**config.mk**
```make
export PLATFORM = sky130hd
export DESIGN_NAME = oc8051_alu_wb
export DESIGN_NICKNAME = d
export VERILOG_FILES = /design/src/rtl/oc8051_wb_pkg.sv /design/src/rtl/oc8051_psw_merge.sv /design/src/rtl/oc8051_alu_wb.sv
export SDC_FILE = /design/constraint.sdc
export NUM_CORES = 1
export LEC_CHECK = 0
export BUFFER_PORTS_ARGS = -buffer_cell sky130_fd_sc_hd__buf_4
export CORE_UTILIZATION = 47
export CTS_BUF_LIST = sky130_fd_sc_hd__clkbuf_2 sky130_fd_sc_hd__clkbuf_4 sky130_fd_sc_hd__clkbuf_8
export CTS_CLUSTER_DIAMETER = 120
export DETAILED_ROUTE_END_ITERATION = 7
export GPL_ROUTABILITY_DRIVEN = 0
export GPL_TIMING_DRIVEN = 0
export PLACE_DENSITY_LB_ADDON = 0.1
export RECOVER_POWER = 50
export SLEW_MARGIN = 20
export SYNTH_ARGS = -nofsm -noshare
export SYNTH_HDL_FRONTEND = slang
export SYNTH_SLANG_ARGS = --single-unit
export TNS_END_PERCENT = 10
```
**constraint.sdc**
```tcl
create_clock -name clk -period 2.2 [get_ports clk]
set_clock_uncertainty 0.15 [all_clocks]
set_input_delay 0.22 -clock clk [delete_from_list [all_inputs] [get_ports clk]]
set_output_delay 0.22 -clock clk [all_outputs]
set_load 0.02 [all_outputs]
```
**src/rtl/oc8051_wb_pkg.sv**
```systemverilog
// Purpose: shared constants and types for the 8051 ALU writeback stage.
// Latency: n/a (package only).
// Backpressure: n/a (package only).
package oc8051_wb_pkg;

    // ALU op codes, same encoding as the ALU define set
    localparam logic [3:0] ALU_NOP = 4'b0000;
    localparam logic [3:0] ALU_ADD = 4'b0001;
    localparam logic [3:0] ALU_SUB = 4'b0010;
    localparam logic [3:0] ALU_MUL = 4'b0011;
    localparam logic [3:0] ALU_DIV = 4'b0100;
    localparam logic [3:0] ALU_DA  = 4'b0101;
    localparam logic [3:0] ALU_NOT = 4'b0110;
    localparam logic [3:0] ALU_AND = 4'b0111;
    localparam logic [3:0] ALU_XOR = 4'b1000;
    localparam logic [3:0] ALU_OR  = 4'b1001;
    localparam logic [3:0] ALU_XCH = 4'b1111;

    // PSW bit positions
    localparam int PSW_CY = 7;
    localparam int PSW_AC = 6;
    localparam int PSW_OV = 2;
    localparam int PSW_P  = 0;

    // flag update selector
    localparam logic [1:0] PSET_NONE = 2'b00;
    localparam logic [1:0] PSET_CY   = 2'b01;
    localparam logic [1:0] PSET_CAO  = 2'b10;
    localparam logic [1:0] PSET_CA   = 2'b11;

    // destination selector
    localparam logic [1:0] WR_NONE = 2'b00;
    localparam logic [1:0] WR_ACC  = 2'b01;
    localparam logic [1:0] WR_RAM  = 2'b10;
    localparam logic [1:0] WR_ACCB = 2'b11;

    typedef enum logic [1:0] {
        ST_IDLE   = 2'd0,
        ST_MDWAIT = 2'd1,
        ST_WBHOLD = 2'd2
    } wb_state_t;

    function automatic logic is_muldiv(input logic [3:0] op);
        return (op == ALU_MUL) || (op == ALU_DIV);
    endfunction

endpackage

```
**src/rtl/oc8051_psw_merge.sv**
```systemverilog
// Purpose: next-value of PSW[7:1] from current PSW, ALU flag update and SFR write.
// Latency: combinational.
// Backpressure: none.
// Ports: i_psw current [7:1]; i_upd/i_psw_set plain-op flag update; i_md_commit
//        MUL/DIV commit (CY cleared, OV loaded); i_cy/i_ac/i_ov ALU flags;
//        i_sfr_wr/i_sfr_data direct PSW write; o_psw next [7:1].
module oc8051_psw_merge
    import oc8051_wb_pkg::*;
(
    input  logic [7:1] i_psw,
    input  logic       i_upd,
    input  logic [1:0] i_psw_set,
    input  logic       i_md_commit,
    input  logic       i_cy,
    input  logic       i_ac,
    input  logic       i_ov,
    input  logic       i_sfr_wr,
    input  logic [7:1] i_sfr_data,
    output logic [7:1] o_psw
);

    // SFR write forms the base; flag updates then own the bits they touch.
    always_comb begin
        o_psw = i_sfr_wr ? i_sfr_data : i_psw;
        if (i_upd) begin
            case (i_psw_set)
                PSET_CY: begin
                    o_psw[PSW_CY] = i_cy;
                end
                PSET_CAO: begin
                    o_psw[PSW_CY] = i_cy;
                    o_psw[PSW_AC] = i_ac;
                    o_psw[PSW_OV] = i_ov;
                end
                PSET_CA: begin
                    o_psw[PSW_CY] = i_cy;
                    o_psw[PSW_AC] = i_ac;
                end
                default: ;
            endcase
        end
        if (i_md_commit) begin
            o_psw[PSW_CY] = 1'b0;
            o_psw[PSW_OV] = i_ov;
        end
    end

endmodule

```
**src/rtl/oc8051_alu_wb.sv**
```systemverilog
// Purpose: commit 8051 ALU results to ACC, B, PSW flags and an internal-RAM write port.
// Latency: 1 edge for plain ops; MULDIV_CYCLES edges after accept for MUL/DIV.
// Backpressure: op_ready low while a MUL/DIV settles or a RAM write awaits ram_wr_ready.
// Ports: op_* upstream handshake + op fields; des* ALU results; psw_wr* SFR write;
//        acc/b_reg/psw architectural state; ram_wr_* valid/ready write port; busy.
module oc8051_alu_wb
    import oc8051_wb_pkg::*;
#(
    parameter int MULDIV_CYCLES = 4
)
(
    input  logic       clk,
    input  logic       rst,
    input  logic       op_valid,
    output logic       op_ready,
    input  logic [3:0] op_code,
    input  logic [1:0] psw_set,
    input  logic [1:0] wr_sel,
    input  logic [7:0] wr_addr,
    input  logic [7:0] des_acc,
    input  logic [7:0] des1,
    input  logic [7:0] des2,
    input  logic       desCy,
    input  logic       desAc,
    input  logic       desOv,
    input  logic       psw_wr,
    input  logic [7:0] psw_wr_data,
    output logic [7:0] acc,
    output logic [7:0] b_reg,
    output logic [7:0] psw,
    output logic       ram_wr_valid,
    output logic [7:0] ram_wr_addr,
    output logic [7:0] ram_wr_data,
    input  logic       ram_wr_ready,
    output logic       busy
);

    wb_state_t  r_state;
    wb_state_t  w_state_nxt;
    logic [3:0] r_cnt;
    logic [7:0] r_acc;
    logic [7:0] r_b;
    logic [7:1] r_psw;
    logic       r_ram_vld;
    logic [7:0] r_ram_addr;
    logic [7:0] r_ram_data;

    logic       w_accept;
    logic       w_is_md;
    logic       w_plain;
    logic       w_md_done;
    logic [7:1] w_psw_nxt;
    logic       w_unused;

    // parity is always derived from ACC, so the written P bit is dropped
    assign w_unused  = psw_wr_data[0];

    assign w_accept  = op_valid && (r_state == ST_IDLE);
    assign w_is_md   = is_muldiv(op_code);
    assign w_plain   = w_accept && !w_is_md;
    assign w_md_done = (r_state == ST_MDWAIT) && (r_cnt == 4'd0);

    oc8051_psw_merge u_psw_merge (
        .i_psw       (r_psw),
        .i_upd       (w_plain),
        .i_psw_set   (psw_set),
        .i_md_commit (w_md_done),
        .i_cy        (desCy),
        .i_ac        (desAc),
        .i_ov        (desOv),
        .i_sfr_wr    (psw_wr),
        .i_sfr_data  (psw_wr_data[7:1]),
        .o_psw       (w_psw_nxt)
    );

    always_comb begin
        w_state_nxt = r_state;
        case (r_state)
            ST_IDLE: begin
                if (w_accept) begin
                    if (w_is_md)
                        w_state_nxt = ST_MDWAIT;
                    else if (wr_sel == WR_RAM)
                        w_state_nxt = ST_WBHOLD;
                end
            end
            ST_MDWAIT: begin
                if (r_cnt == 4'd0)
                    w_state_nxt = ST_IDLE;
            end
            ST_WBHOLD: begin
                if (ram_wr_ready)
                    w_state_nxt = ST_IDLE;
            end
            default: w_state_nxt = ST_IDLE;
        endcase
    end

    always_ff @(posedge clk or negedge rst) begin
        if (!rst)
            r_state <= ST_IDLE;
        else
            r_state <= w_state_nxt;
    end

    always_ff @(posedge clk or negedge rst) begin
        if (!rst) begin
            r_cnt      <= 4'd0;
            r_acc      <= 8'h00;
            r_b        <= 8'h00;
            r_psw      <= 7'h00;
            r_ram_vld  <= 1'b0;
            r_ram_addr <= 8'h00;
            r_ram_data <= 8'h00;
        end else begin
            r_psw <= w_psw_nxt;

            // MUL/DIV outputs are sampled only once the ALU has settled
            if (w_accept && w_is_md)
                r_cnt <= 4'(MULDIV_CYCLES - 1);
            else if ((r_state == ST_MDWAIT) && (r_cnt != 4'd0))
                r_cnt <= r_cnt - 4'd1;

            if (w_md_done) begin
                r_acc <= des_acc;
                r_b   <= des2;
            end else if (w_plain) begin
                if ((wr_sel == WR_ACC) || (wr_sel == WR_ACCB))
                    r_acc <= des_acc;
                if (wr_sel == WR_ACCB)
                    r_b <= des2;
            end

            if (w_plain && (wr_sel == WR_RAM)) begin
                r_ram_vld  <= 1'b1;
                r_ram_addr <= wr_addr;
                r_ram_data <= des1;
            end else if ((r_state == ST_WBHOLD) && ram_wr_ready) begin
                r_ram_vld <= 1'b0;
            end
        end
    end

    assign op_ready     = (r_state == ST_IDLE);
    assign busy         = (r_state != ST_IDLE);
    assign acc          = r_acc;
    assign b_reg        = r_b;
    assign psw          = {r_psw, ^r_acc};
    assign ram_wr_valid = r_ram_vld;
    assign ram_wr_addr  = r_ram_addr;
    assign ram_wr_data  = r_ram_data;

endmodule

```
# Word-level counts from Yosys, hierarchy flattened
# Cells that the tools add are included.
[totals] input_bits=56 wordCells=73 register_bits=46 output_inout_bits=43
[classes] reduce_logical=25 eq_ne=14 n_addsub=1 mux=24
[ops] operator="$mux 8" n=6
[ops] operator="$mux 2" n=6
[ops] operator="$reduce_bool 2->1" n=6
[ops] operator="$eq 2x2->1 const B" n=5
[ops] operator="$mux 1" n=8
[ops] operator="$mux 4" n=2
[ops] operator="$reduce_xor 8->1" n=1
[ops] operator="$logic_and 1x1->1" n=7
[ops] operator="$mux 7" n=1
[ops] operator="$eq 2x1->1 const B" n=3
[ops] operator="$pmux 2 s3" n=1
[ops] operator="$eq 4x2->1 const B" n=1
[ops] operator="$eq 4x3->1 const B" n=1
[ops] operator="$logic_not 4->1" n=1
[ops] operator="$ne 2x2->1 const B" n=2
[ops] operator="$reduce_and 2->1" n=2
[ops] operator="$reduce_and 4->1" n=1
[ops] operator="$reduce_bool 4->1" n=1
[ops] operator="$sub 4x1->4 const B" n=1
[ops] operator="$ne 3x1->1 const B" n=1
[ops] operator="$reduce_or 3->1" n=1
[ops] operator="$logic_not 2->1" n=1
[ops] operator="$logic_or 1x1->1" n=2
[ops] operator="$ne 2x1->1 const B" n=1
[ops] operator="other kinds (2)" n=2

# Longest topological paths before layout
# Gate-level depths: netlist of run 1.
[logic_depth] ltp_word=6 depth_mapped=7 mapped_depth_nobuf=6

# By module
# A second synthesis of run 1 with hierarchy kept.
[unflattened] hier_cells=227 area_unflattened_um2=2418.6
[by_module_without_submodules] mod="oc8051_alu_wb" area_each_um2=2279.7 instances=1 cells_each=211
[by_module_without_submodules] mod="oc8051_psw_merge" area_each_um2=138.9 instances=1 cells_each=16

# Least setup slack after synthesis of run 1
# Ideal clock, no wire load.
[synth_path] path_type="reg2reg" from="register r_state[1]" to="register r_ram_addr[0] (netlist: ram_wr_addr[0])" slack_ps=177 stages_incl_launch_ff=8 setup_time_ps=125 arrival_ps=1748 synth_period_minus_slack_ps=2023 cell_sequence="dfrtp_1 > nor2_2 > and2_4 > buf_6 > and4b_1 > buf_6 > buf_12 > mux2_4"
[synth_via] elab_chain_cells=4
[synth_lines] item="start: declaration" line="oc8051_alu_wb.sv:38" source="wb_state_t r_state;"
[synth_lines] item="start signal: assignment" line="oc8051_alu_wb.sv:103" source="r_state <= w_state_nxt;"
[synth_lines] item="$logic_not 2->1"
[synth_lines] item="via op_ready" line="oc8051_alu_wb.sv:15" source="output logic op_ready,"
[synth_lines] item="$logic_and 1x1->1" line="oc8051_alu_wb.sv:58" source="assign w_accept = op_valid && (r_state == ST_IDLE);"
[synth_lines] item="$logic_and 1x1->1" line="oc8051_alu_wb.sv:60" source="assign w_plain = w_accept && !w_is_md;"
[synth_lines] item="$logic_and 1x1->1" line="oc8051_alu_wb.sv:134" source="if (w_plain && (wr_sel == WR_RAM)) begin"
[synth_lines] item="end signal: assignment" line="oc8051_alu_wb.sv:136" source="r_ram_addr <= wr_addr;"
[synth_lines] item="end: declaration" line="oc8051_alu_wb.sv:45" source="logic [7:0] r_ram_addr;"
# The timed path passes the listed nets, and every way through them passes these cells.
# A chain may end at the register's enable or synchronous reset.

# Worst setup path after layout of run 1
[layout_path] from="register r_cnt[1]" to="register r_acc[5] (netlist: acc[5])"
[layout_via] elab_chain_cells=4 word_cells_on_any_way=6 classes_between="1 x mux; 5 x reduce/logical"
[layout_lines] item="start: declaration" line="oc8051_alu_wb.sv:40" source="logic [3:0] r_cnt;"
[layout_lines] item="start signal: assignment" line="oc8051_alu_wb.sv:120" source="r_cnt <= 4'(MULDIV_CYCLES - 1);"
[layout_lines] item="start signal: assignment" line="oc8051_alu_wb.sv:122" source="r_cnt <= r_cnt - 4'd1;"
[layout_lines] item="$logic_not 4->1 (*)" line="oc8051_alu_wb.sv:61" source="assign w_md_done = (r_state == ST_MDWAIT) && (r_cnt == 4'd0);"
[layout_lines] item="$logic_and 1x1->1 (*)" line="oc8051_alu_wb.sv:61"
[layout_lines] item="$reduce_bool 2->1 (no line)"
[layout_lines] item="$reduce_and 2->1 (no line)"
[layout_lines] item="end signal: assignment" line="oc8051_alu_wb.sv:125" source="r_acc <= des_acc;"
[layout_lines] item="end signal: assignment" line="oc8051_alu_wb.sv:129" source="r_acc <= des_acc;"
[layout_lines] item="end: declaration" line="oc8051_alu_wb.sv:41" source="logic [7:0] r_acc;"
# Every way passes the cells marked *; elsewhere a longest branch is shown, timed or not.

==> run metrics, run 1 <==
crit-path max FO 8; Std-Cell Core Area 4090 µm²; # nets final 309; GR met1 Demand/Resource 21.1%; Worst EP required 2.23 ns; synthesized netlist cell count 142; max frequency 501 MHz; post-synthesis cell area 2060 µm²; Area Overhead vs Synth 43.3%; slew margin rel. 25.5%; total gr overflow 0; Ports 99; via count of the first global-routing pass 1458; period utilization 90.8%; vias per cell 5.10; FILL cells 304; post-synth top area share 56.0%; ys flop type dfrtp_1; CP max stage delay 0.43 ns; layout cell share with drive strength beyond 1 54.5%; P_leak 0.00141 µW; clk buf depth 2; Via Count 1546; GR met3 Demand/Resource 5.17%; fin worst setup slack 0.203 ns; EDFF count, synth 0; Max Slew Vio Count 0; max-cap violation count 0; largest area contributor in the netlist dfrtp_1; Least-Margin Pin Slew 1.12 ns; Design Area, Final 2950 µm²; postcts setup bufs 0; Worst EP arrival 2.02 ns; Initial Util 50.3%; WL final 4.39 mm; Routed WL per cell 14.5 µm; first-pass GRT wire length 6.33 mm; Hold Path Class in2reg; number of antenna violations at the first check in global routing 0; GR Util met2 33.6%; DPL Wire Length 3.40 mm; die height 68.2 µm; H-Tree Depth 2; n_diodes 0; post-synthesis register bit count 46; minimum clock period after layout 2.00 ns; PD cells 1420 nW/µm²; multi-input logic area 846 µm²; Synth Area per Inst 14.5 µm²; CP max stage cell a31oi_2; Startpoint Class register; Hold Vio Cnt, Final 0; Routed Antenna Nets 0; DP Area 2840 µm²; Rows 23; total power 4170 µW; Iteration-0 DRC Markers 50; worst-path cell chain inv_1 > ha_1 > nand3b_1 > nor3_2 > a31oi_2 > mux2_2; VDD IR max 871 µV; most common cell in the synthesized netlist dfrtp_1; TritonCTS clock tree done; clock-pin slew on the worst setup and hold paths 0.08 ns; clock buffer count from CTS 5; total clock sinks 46; Synth area leaders dfrtp_1 56%, mux2_2 16%, mux2_4 6.6%, xnor2_1 3.0%, mux2i_1 1.5%; die width 68.2 µm; status finished clean; async set-reset flop share out of synthesis 100%; RSZ-0062 raised after global routing false; final setup TNS 0 ns; IO buf count 96; clock latency on the worst-skew pair 0.29 ns; synth cell count leaders 46 x dfrtp_1, 30 x mux2_2, 9 x mux2_4; Setup WS pre-CTS -0.00126 ns; largest net degree at the start of global routing 47; post-synth cell types 35; final setup fails 0; Post-route DRC 0; root buffer cell clkbuf_8; YS warnings 0; sequential cell area fraction in the yosys report 56.0%; Pre-antenna DRT Iters 2; critical path endpoint category register; busiest layer in global routing met2; Die ar. 4650 µm²; syn_nets 199; total track usage 18.8%; critical path type reg2reg; Sequential Area 1150 µm²
per-stage QoR:
stage               hold slack [ns]  std cells  util (%)
floorplan                    -0.226        142         -
global placement             0.0992        288      69.5
detailed placement            0.101        288      69.5
CTS                        0.000566        299      72.7
global route               0.000404        303      72.1
finish                      0.00605        303      72.1
report_power, final:
part	switching (µW)	leakage (µW)	internal [µW]
logic	1090	0.000809	1080
clock network	271	0.0000472	253
registers	260	0.000550	1230
total	1620	0.00141	2550
cell families (layout without fill, tap and decap cells):
logic type / after synthesis / in the layout / synth area share [%]
compound gates: 12 / 12 / 5.23
xor+xnor: 8 / 8 / 3.41
fa+ha+maj: 1 / 1 / 0.608
buf+inv: 9 / 120 / 3.16
flops: 46 / 46 / 56.0
mux: 42 / 42 / 24.5
simple gates: 24 / 24 / 7.18
routing by layer:
metal	vias to the layer above	share of wire, %
li1	724	-
met1	760	39
met2	57	54
met3	5	6.8
met4	0	0.87
met5	-	0
layout by cell type, fill, tap and decap left out, drive strengths merged, types with 2 or more instances in the layout:
cell type | netlist | layout
a21oi | 2 | 2
a31oi | 3 | 3
a41oi | 2 | 2
buf | 3 | 80
clkbuf | 1 | 26
dfrtp | 46 | 46
dlygate4sd3 | 0 | 7
inv | 5 | 5
mux2 | 39 | 39
mux2i | 3 | 3
nand2 | 4 | 4
nor2 | 8 | 8
nor4b | 2 | 2
o211ai | 2 | 2
xnor2 | 7 | 7
critical path: cells and delay by family (launching register included):
family	cells	cell delay, ns
flops	1	0.38
buf+inv	1	0.05
simple gates	2	0.26
mux	1	0.40
fa+ha+maj	1	0.21
compound gates	1	0.43
layout make-up:
| class | instances | area share (%) |
|---|---|---|
| Inverter | 5 | 0.637 |
| Tap cell | 50 | 2.12 |
| Buffer | 4 | 1.57 |
| Timing Repair Buffer | 103 | 24.7 |
| Sequential cell | 46 | 39.0 |
| Clock inverter | 2 | 0.424 |
| Clock buffer | 6 | 2.80 |
| Multi-Input combinational cell | 87 | 28.7 |
worst paths after layout:
check	start	to	slack, ns	depth (start not counted)
max	r_cnt[1]	acc[5]	0.20	6
min	wr_addr[4]	ram_wr_addr[4]	0.006	2
max reg2reg	r_cnt[1]	acc[5]	0.20	6
min reg2reg	ram_wr_valid	ram_wr_valid	0.33	1
max in group asynchronous	rst	r_state[1]	0.70	2
min in group asynchronous	rst	r_psw[3]	0.52	2
repair_timing:
| item | in CTS | in global routing |
|---|---|---|
| endpoints found under the setup margin | 9 | 0 |
| hold buffers | 3 | 4 |
| endpoints found under the hold margin | 48 | 4 |
| gates resized for setup | 1 | 0 |
(Power assumes the default switching activity.)
==> run 2, diff against run 1 <==
Settings changed: CORE_UTILIZATION 47 to 54, SYNTH_HIERARCHICAL set to 1.
Clock period 2.2 ns to 2.5 ns, I/O delays scaled along.
==> run metrics, run 2 <==
ys flop type dfrtp_1; Area Overhead vs Synth 33.6%; Worst Reg-to-Reg Cells 6; minimum clock period after layout 2.27 ns; max-cap violation count 0; worst hold slack 0.0305 ns; critical path type reg2reg; final setup TNS 0 ns; commonest non-fill, non-tap cell in the layout buf_4; Pre-antenna DRT Iters 4; Post-route DRC 0; crit-path max FO 11; largest area contributor in the netlist dfrtp_1; period utilization 90.8%; hold path cells 2; VDD IR max 668 µV; syn_nets 284; Synth Area per Inst 10.7 µm²; clock buffer count from CTS 5; synth cell count leaders 46 x dfrtp_1, 24 x nand3_1, 21 x mux2_2; vias per cell 5.83; WL final 6.33 mm; final setup fails 0; DPL Wire Length 4.61 mm; Hold Vio Cnt, Final 0; Max Slew Vio Count 0; post-synthesis cell area 2420 µm²; Worst EP arrival 2.31 ns; Startpoint Class register; H-Tree Depth 2; total clock sinks 46; fin worst setup slack 0.231 ns; Initial Util 58.4%; r2r endpoint r_psw[2]; Hold Path Sink ram_wr_data[2]; Synth area leaders dfrtp_1 48%, mux2_2 9.8%, nand3_1 5.0%, o211ai_1 5.0%, or4_1 5.0%; Via Count 2223; layout cell share with drive strength beyond 1 37.2%; post-synth cell types 41; async set-reset flop share out of synthesis 100%; IO buf count 96; Die ar. 4750 µm²; # nets final 387; sw power 1650 µW; number of antenna violations at the first check in global routing 0; critical path endpoint category register; post-CTS resize count 0; Routed WL per cell 16.6 µm; status finished clean; total power 3790 µW; PD cells 1170 nW/µm²; Net Sw Frac 43.5%; Setup WS pre-CTS 0.138 ns; Gate power share 53.8%; EDFF count, synth 0; most common cell in the synthesized netlist dfrtp_1; most frequent cells in the layout 79 x buf_4, 46 x dfrtp_1, 28 x clkbuf_1, 24 x nand3_1, 21 x mux2_2; clock latency on the worst-skew pair 0.30 ns; YS warnings 6; clk buf depth 2; Hold Path Origin des1[2]; P_leak 0.00140 µW; total gr overflow 0; max frequency 441 MHz; fin util 78.0%; first-pass GRT wire length 9.74 mm; clock network power share 12.2%; Iteration-0 DRC Markers 189; RSZ-0062 raised after global routing false; setup slack, reg-to-reg 0.23 ns; die height 68.9 µm; largest net degree at the start of global routing 47; Ports 99; sequential cell area fraction in the yosys report 47.6%; die width 68.9 µm; n_diodes 0; TritonCTS clock tree done; via count of the first global-routing pass 2127; slew margin rel. 23.8%; Least-Margin Pin Slew 1.14 ns; Seq pwr share 34.0%; Routed Antenna Nets 0; root buffer cell clkbuf_8; clock-pin slew on the worst setup and hold paths 0.08 ns; total track usage 28.2%; Worst EP required 2.54 ns; cell-internal power 2140 µW; Std-Cell Core Area 4140 µm²; Hold Path Class in2reg; Rows 23; worst r2r src r_cnt[0]; post-synthesis register bit count 46; post-synth top area share 47.6%; synthesized netlist cell count 227
run 2: changes by cell type after synthesis, sizes merged, moves of 7 or more:
cell	delta
or4	+16
nand3	+23
clkbuf	+11
nand2	+7
o21ai	+19
o211ai	+14
mux2	-17
run 2: cell families (layout without fill, tap and decap cells):
family	Yosys count	in the layout	share of synthesized area [%]
AND/OR/NAND/NOR	80	80	21.8
AO/OA/AOI/OAI	46	46	11.8
flip-flops	46	46	47.6
multiplexers	24	24	11.2
buffers and inverters	23	127	4.50
XOR/XNOR	7	7	2.53
adder cells (fa/ha/maj)	1	1	0.517
run 2: repair_timing:
item                                    in CTS  in global routing
endpoints found under the setup margin       0                  1
hold buffers                                 1                  0
endpoints found under the hold margin       46                  0
setup buffers                                0                  0
run 2: worst max path at each step:
stage | slack (ns) | start | endpoint
floorplan | 0.39 | r_cnt[0] | r_psw[2]
global placement | 0.20 | r_cnt[0] | r_psw[2]
detailed placement | 0.14 | r_cnt[0] | r_psw[2]
CTS | 0.12 | r_cnt[0] | r_psw[2]
global route | 0.11 | r_cnt[0] | r_psw[2]
finish | 0.23 | r_cnt[0] | r_psw[2]
run 2: cell type report:
class	count	area (µm²)
multi-input cells	158	1160
plain buffers	17	86.3
fillers	306	912
inverters	5	18.8
flip-flops and latches	46	1150
clock inverters	2	13.8
repair buffers	97	664
clock buffers	6	76.3
well taps	50	62.6
run 2: power groups by stage:
stage	combinational [µW]	clock [µW]	sequential, µW
2_1_floorplan	930	0	1630
3_3_place_gp	2110	0	1280
3_5_place_dp	2150	0	1300
4_1_cts	2150	476	1290
5_1_grt	2240	503	1330
6_report	2040	462	1290
run 2: per-stage QoR:
step	cell area (µm²)	cells
after global placement	3200	373
after detailed placement	3200	373
after global routing	3230	381
after CTS	3300	382
final	3230	381
after floorplan	2420	227
run 2: metal layers:
layer  share of wire [%]  up-vias  GRT usage, %
li1                    -     1048             -
met1                  37     1057          33.1
met2                  53      105          49.2
met3                 7.9       13          7.07
met4                 1.5        0          11.2
met5                   0        -             0
run 2: worst max-delay path, stage by stage (launching register included):
cell,delay (ns)
dfrtp_1,0.42
inv_1,0.10
ha_1,0.22
or3b_2,0.60
nor2_1,0.16
o21bai_1,0.15
mux2_2,0.35
